--- src/rtl/hex_keypad_entry_if.sv ---
// Keypad-side and number-side signals of the hex keypad entry block.
// The slave modport is the block itself; master is whatever drives the keypad and reads N.
interface hex_keypad_entry_if;
    logic [3:0]  ROW;
    logic [3:0]  COL;
    logic        Clr;
    logic [31:0] N;
    logic        KeyValid;
    logic [3:0]  KeyCode;

    modport master (
        output ROW,
        output Clr,
        input  COL,
        input  N,
        input  KeyValid,
        input  KeyCode
    );

    modport slave (
        input  ROW,
        input  Clr,
        output COL,
        output N,
        output KeyValid,
        output KeyCode
    );
endinterface

--- src/rtl/hex_keypad_entry.sv ---
// 4x4 hex keypad scanner with debounce; shifts each accepted digit into a 32-bit word.
//
// state    | meaning
// ---------+--------------------------------------------------------------
// SCAN     | rotate the low column once per dwell, looking for a low row
// DEBOUNCE | column frozen, counting consecutive samples of the same row
// ACCEPT   | one cycle: KeyValid high, KeyCode/N already hold the new digit
// HELD     | column frozen, waiting for consecutive all-high samples
module hex_keypad_entry #(
    parameter int SCAN_DIV   = 1000,
    parameter int DEBOUNCE_N = 4
) (
    input logic              Clk,
    input logic              Rst_n,
    hex_keypad_entry_if.slave kp
);

    localparam int DW = (SCAN_DIV > 1) ? $clog2(SCAN_DIV) : 1;
    localparam int MW = $clog2(DEBOUNCE_N + 1);

    typedef enum logic [1:0] {
        SCAN     = 2'd0,
        DEBOUNCE = 2'd1,
        ACCEPT   = 2'd2,
        HELD     = 2'd3
    } state_t;

    state_t          state;
    state_t          state_d;
    logic [3:0]      row_meta;
    logic [3:0]      rs;
    logic [DW-1:0]   dwell;
    logic            sample;
    logic [1:0]      col_idx;
    logic [1:0]      col_d;
    logic [MW-1:0]   match_cnt;
    logic [MW-1:0]   match_d;
    logic [MW-1:0]   match_inc;
    logic            match_done;
    logic [3:0]      cand;
    logic [3:0]      cand_d;
    logic [1:0]      row_enc;
    logic            any_low;
    logic            accept_d;
    logic [31:0]     n_q;
    logic [3:0]      key_code_q;

    // ROW is asynchronous to Clk; nothing downstream looks at it unsynchronized.
    always_ff @(posedge Clk or negedge Rst_n) begin
        if (!Rst_n) begin
            row_meta <= 4'b1111;
            rs       <= 4'b1111;
        end else begin
            row_meta <= kp.ROW;
            rs       <= row_meta;
        end
    end

    always_ff @(posedge Clk or negedge Rst_n) begin
        if (!Rst_n) begin
            dwell <= '0;
        end else if (sample) begin
            dwell <= '0;
        end else begin
            dwell <= dwell + DW'(1);
        end
    end

    assign sample     = (dwell == DW'(SCAN_DIV - 1));
    assign any_low    = ~(&rs);
    assign match_inc  = match_cnt + MW'(1);
    assign match_done = (match_inc == MW'(DEBOUNCE_N));

    always_comb begin
        row_enc = 2'd3;
        if (!rs[0]) begin
            row_enc = 2'd0;
        end else if (!rs[1]) begin
            row_enc = 2'd1;
        end else if (!rs[2]) begin
            row_enc = 2'd2;
        end
    end

    always_ff @(posedge Clk or negedge Rst_n) begin
        if (!Rst_n) begin
            state     <= SCAN;
            col_idx   <= 2'd0;
            match_cnt <= '0;
            cand      <= 4'd0;
        end else begin
            state     <= state_d;
            col_idx   <= col_d;
            match_cnt <= match_d;
            cand      <= cand_d;
        end
    end

    always_comb begin
        state_d = state;
        col_d   = col_idx;
        match_d = match_cnt;
        cand_d  = cand;
        case (state)
            SCAN: begin
                if (sample) begin
                    if (!any_low) begin
                        col_d = col_idx + 2'd1;
                    end else begin
                        cand_d  = {row_enc, col_idx};
                        match_d = MW'(1);
                        state_d = (DEBOUNCE_N == 1) ? ACCEPT : DEBOUNCE;
                    end
                end
            end
            DEBOUNCE: begin
                if (sample) begin
                    if (any_low && (row_enc == cand[3:2])) begin
                        match_d = match_inc;
                        if (match_done) begin
                            state_d = ACCEPT;
                        end
                    end else begin
                        state_d = SCAN;
                        col_d   = col_idx + 2'd1;
                    end
                end
            end
            ACCEPT: begin
                state_d = HELD;
                match_d = '0;
            end
            HELD: begin
                // Any low sample restarts the release count, so a bouncing release
                // never produces a second press.
                if (sample) begin
                    if (any_low) begin
                        match_d = '0;
                    end else if (match_done) begin
                        match_d = '0;
                        state_d = SCAN;
                        col_d   = col_idx + 2'd1;
                    end else begin
                        match_d = match_inc;
                    end
                end
            end
            default: begin
                state_d = SCAN;
            end
        endcase
    end

    // Digit registers load on the edge into ACCEPT so they are valid alongside KeyValid.
    assign accept_d = (state_d == ACCEPT);

    always_ff @(posedge Clk or negedge Rst_n) begin
        if (!Rst_n) begin
            n_q        <= 32'd0;
            key_code_q <= 4'd0;
        end else begin
            if (accept_d) begin
                key_code_q <= cand_d;
            end
            if (kp.Clr) begin
                n_q <= 32'd0;
            end else if (accept_d) begin
                n_q <= {n_q[27:0], cand_d};
            end
        end
    end

    always_comb begin
        kp.KeyValid = (state == ACCEPT);
        kp.COL      = ~(4'b0001 << col_idx);
        kp.N        = n_q;
        kp.KeyCode  = key_code_q;
    end

endmodule

--- src/flat_wrapper.sv ---
// flat-port wrapper written by rule: the top's interface ports become plain ports
module hex_keypad_entry_flat 
#(
    parameter int SCAN_DIV   = 1000,
    parameter int DEBOUNCE_N = 4
)
  (Clk, Rst_n, kp_ROW, kp_Clr, kp_COL, kp_N, kp_KeyValid, kp_KeyCode);
  hex_keypad_entry_if kp_i ();
  input logic Clk;
  input logic Rst_n;
  input wire logic [$bits(kp_i.ROW)-1:0] kp_ROW;
  input wire logic [$bits(kp_i.Clr)-1:0] kp_Clr;
  output wire logic [$bits(kp_i.COL)-1:0] kp_COL;
  output wire logic [$bits(kp_i.N)-1:0] kp_N;
  output wire logic [$bits(kp_i.KeyValid)-1:0] kp_KeyValid;
  output wire logic [$bits(kp_i.KeyCode)-1:0] kp_KeyCode;
  assign kp_i.ROW = kp_ROW;
  assign kp_i.Clr = kp_Clr;
  assign kp_COL = kp_i.COL;
  assign kp_N = kp_i.N;
  assign kp_KeyValid = kp_i.KeyValid;
  assign kp_KeyCode = kp_i.KeyCode;
  hex_keypad_entry #(.SCAN_DIV(SCAN_DIV), .DEBOUNCE_N(DEBOUNCE_N)) u_core (.Clk(Clk), .Rst_n(Rst_n), .kp(kp_i));
endmodule
--- config.mk ---
export PLATFORM = sky130hd
export DESIGN_NAME = hex_keypad_entry_flat
export DESIGN_NICKNAME = d
export VERILOG_FILES = /design/src/rtl/hex_keypad_entry_if.sv /design/src/rtl/hex_keypad_entry.sv /design/src/flat_wrapper.sv
export SDC_FILE = /design/constraint.sdc
export NUM_CORES = 1
export LEC_CHECK = 0
export CORE_ASPECT_RATIO = 0.7
export CORE_MARGIN = 2
export CORE_UTILIZATION = 60
export CTS_BUF_LIST = sky130_fd_sc_hd__clkbuf_8
export DETAILED_ROUTE_END_ITERATION = 12
export PLACE_DENSITY = 0.88
export SYNTH_ARGS = -nofsm -noshare
export SYNTH_HDL_FRONTEND = slang
export SYNTH_SLANG_ARGS = --single-unit
--- constraint.sdc ---
create_clock -name Clk -period 4.9 [get_ports Clk]
set_input_delay 1.47 -clock Clk [delete_from_list [all_inputs] [get_ports Clk]]
set_output_delay 1.47 -clock Clk [all_outputs]
set_load 0.03 [all_outputs]
Yosys cells after proc, flatten, opt, wreduce, memory -nomap -nowiden
Index checks and enable logic that the tools add are counted.
Word-level totals
  logic and storage cells: 72
  register bits after elaboration: 65
Operators by class
  reductions and logical operators: 7
  shifts and indexed selects: 1
  eq/ne operators: 16
  bitwise gates (word level): 2
  add/sub/neg operators: 3
  multiplexer cells: 34
Operators with widths (number)
  $mux 32: 2
  $mux 2: 17
  $mux 3: 7
  $ne 2x1->1 const B: 7
  $mux 4: 3
  $pmux 3 s4: 1
  $add 10x1->10 const B: 1
  $eq 10x10->1 const B: 1
  $mux 10: 1
  $pmux 2 s4: 1
  $reduce_and 8->1: 1
  $eq 2x2->1 const B: 3
  $pmux 2 s3: 1
  $reduce_and 5->1: 1
  $ne 2x2->1 const B: 2
  $not 4->4: 1
  $reduce_and 4->1: 1
  $shl 1x2->4 const A: 1
  $add 3x1->3 const B: 1
  $eq 3x3->1 const B: 1
  $reduce_bool 3->1: 1
  $add 2x1->2 const B: 1
  $eq 2x1->1 const B: 1
  $eq 2x2->1: 1
  5 further kinds: 5

Logic depth before layout (Yosys ltp)
  depth in word-level cells: 11
  gate-level depth with buffers: 7

Least setup slack after synthesis
Ideal clock, no wire load.
  path kind: reg2out
  start point: register u_core.state[1]
  end point: output port kp_KeyValid
  stages on the path, launching flop included: 3
  path slack: 2269 ps
  arrival: 1161 ps
  required time: 3430 ps
  buffers on the path: 1
  cells stage by stage: dfrtp_1 clkbuf_1 nor2b_1
On the way
  word-level cells in the longest chain between the ends: 1
RTL lines
  start: declaration: RTL line hex_keypad_entry.sv:28  | state_t state;
  start signal: assignment: RTL line hex_keypad_entry.sv:92  | state <= state_d;
  $eq 2x2->1: RTL line hex_keypad_entry.sv:174  | kp.KeyValid = (state == ACCEPT);
  end: declaration: RTL line flat_wrapper.sv:15  | output wire logic [$bits(kp_i.KeyValid)-1:0] kp_KeyValid;
Every way passes these cells.

Final worst setup path
Same ends and word-level chain as after synthesis.

==> metrics.txt <==
ys flop type dfrtp_1; Tmin final approximately 3.3 ns; Post-synth EDFFs 0; Ys Warns 0; Slew @ Worst Pin 1.145 ns; CTS sink cnt 65; maximum VDD drop 263.7 µV; status complete, no violations; Crit path arrival time 1.86 ns; worst min path class flop to flop; Fill cells roughly 350; TritonCTS Buffers 9; post-synthesis sequential area ratio 0.5365; # hold bufs at CTS 0; Placer Congestion slightly below 0.8; Synth Instances 300; synthesized cell area a little over 3000 µm²; Setup Crit Path Kind flop to output pin; antenna violations before repair 0; Layout Cells excl Fill about 420; CTS resizes 0; Core Region 4835 µm²; Max-Cap Viols 0; Initial Util 0.6310; maximum buffer depth of the clock tree 2; synthesis-to-finish area growth 23.26%; most frequent cells in the layout nand2_1 (73), dfrtp_1 (57), clkdlybuf4s50_1 (46); crit end category output pin; post-CTS setup buffer count 0; RSZ-0062 raised after global routing no; DRC viols 0; area of the multi-input gates 1309 µm²; grt total ovfl 0; ANT nets after route 0; period utilization 0.6792; row count 21; Slew Viols, Final 0; Register Area ~1600 µm²; htree depth 3; clk root buf clkbuf_8; Max-slew headroom 0.2346; fraction of registers with async set/reset 1.000; final setup TNS 0 ns; layout cells sized above 1 0.1619; Initial DRT Pass Iterations 4; Die W 89.22 µm; io pins 48; Avg WL per Cell 16.54 µm; HPWL after detailed placement between 4000 and 5000 µm; syn avg cell area slightly above 10 µm²; Post-Route Skew about 0.0074 ns; I/O Buffers 47; Max Fanout on Critical Path 16; Startpoint Class flop; flops & latches, synth between 60 and 70; Final Net Count ~360; FMAX roughly 300 MHz; final wirelength around 7000 µm; Leak Pwr approximately 1.6 nW; CP required approximately 3.4 ns; Clock Latency Late Sink 0.35 ns; die area about 5700 µm²; placed insts just over 400; Yosys cell types between 40 and 50; Starting DRT DRC Count 220; Die Height about 64 µm; CTS tree done; clk slew on worst S/H paths 0.07 ns; power per cell area around 280 nW/µm²; Syn Nets ~310; vias per cell 5.789; commonest non-fill, non-tap cell in the layout nand2_1; largest net degree at the start of global routing between 40 and 50; global-route wire length before repair 12050 µm; Final Hold Fails 0; # setup viols final 0; number of global-route vias before repair ~2400; Diodes inserted 0; GRT Overall Usage 0.2843; vias 2437
## power by group
| group | switching (mW) | internal, mW |
|---|---|---|
| logic | 0.0203 | 0.00719 |
| clock network | 0.204 | 0.282 |
| registers | 0.00366 | 0.543 |
| total | 0.228 | 0.831 |
## worst paths after layout
kind | to | depth (start not counted) | slack, ns | from
setup reg to reg | u_core.kp.N[16] | 6 | 2.22 | u_core.dwell[0]
hold / removal | u_core.rs[0] | 0 | 0.35 | u_core.row_meta[0]
max in group asynchronous | u_core.kp.N[8] | 2 | 2.77 | Rst_n
min in group asynchronous | u_core.kp.KeyCode[1] | 1 | 1.30 | Rst_n
hold reg to reg | u_core.rs[0] | 0 | 0.35 | u_core.row_meta[0]
setup / recovery | kp_KeyValid | 2 | 1.57 | u_core.state[1]
## state kept, by name, summed over array words and instances, names as in the netlist
name,cells
u_core.rs,4
u_core.cand,4
u_core.dwell,10
u_core.kp.N,32
u_core.col_idx,2
u_core.kp.KeyCode,4
u_core.match_cnt,3
u_core.state,2
u_core.row_meta,4
## cells in the mapped netlist (all sizes together) (2+ instances only)
cell type / n / area, µm²
a2111o: 2 / 22.52
a2111oi: 2 / 36.29
a211oi: 2 / 15.01
a21oi: 35 / 257.8
a31oi: 2 / 12.51
and2: 5 / 31.28
and3: 6 / 37.54
and4bb: 2 / 25.02
buf: 3 / 33.78
clkbuf: 11 / 41.29
dfrtp: 57 / 1426
dfstp: 8 / 210.2
ha: 7 / 87.58
inv: 8 / 30.03
mux2: 5 / 56.30
nand2: 73 / 274.0
nand2b: 2 / 12.51
nand3: 3 / 15.01
nand4: 3 / 18.77
nand4b: 2 / 17.52
nor2: 25 / 93.84
nor2b: 3 / 18.77
nor3: 3 / 15.01
o211ai: 3 / 22.52
o21ai: 7 / 35.03
xnor2: 3 / 26.28
xor2: 5 / 43.79
## cells by family (layout without fill, tap and decap cells)
kind of cell | after synthesis | count (layout) | synth area share
buffers and inverters | 22 | 74 | 0.03445
adder cells (fa/ha/maj) | 7 | 7 | 0.02871
XOR/XNOR | 8 | 8 | 0.02297
multiplexers | 5 | 5 | 0.01846
AND/OR/NAND/NOR | 130 | 130 | 0.1928
flip-flops | 65 | 65 | 0.5365
AO/OA/AOI/OAI | 63 | 63 | 0.1661
## stage by stage
stage	instance area (µm²)	utilization	setup slack [ns]	hold slack (ns)	total power, mW
after floorplan	3050	-	2.269	0.3452	0.5650
after global placement	3550	0.7342	1.686	0.3457	0.5832
after detailed placement	3550	0.7342	1.683	0.3473	0.5839
after CTS	3760	0.7777	1.553	0.3563	1.068
after global routing	3760	0.7777	1.445	0.3622	1.093
final	3760	0.7777	1.572	0.3546	1.059
## per-layer routing
| layer | wire (µm) | GRT usage |
|---|---|---|
| met1 | 2986 | 0.3768 |
| met2 | 3379 | 0.4324 |
| met3 | 441 | 0.07864 |
| met4 | 158 | 0.1325 |
| met5 | 0 | 0 |
## final cells by class
type / count / area share
well taps: 69 / 0.02296
inverters: 8 / 0.007987
flip-flops and latches: 65 / 0.4353
multi-input cells: 213 / 0.3481
clock inverters: 7 / 0.02296
clock buffers: 9 / 0.03295
repair buffers: 50 / 0.1298
## critical path, stage by stage (launching register included)
cell,delay [ns]
dfrtp_1,0.64
nor2b_1,0.19
clkdlybuf4s50_1,0.68
Note: power is estimated with default switching activity, not from simulation.
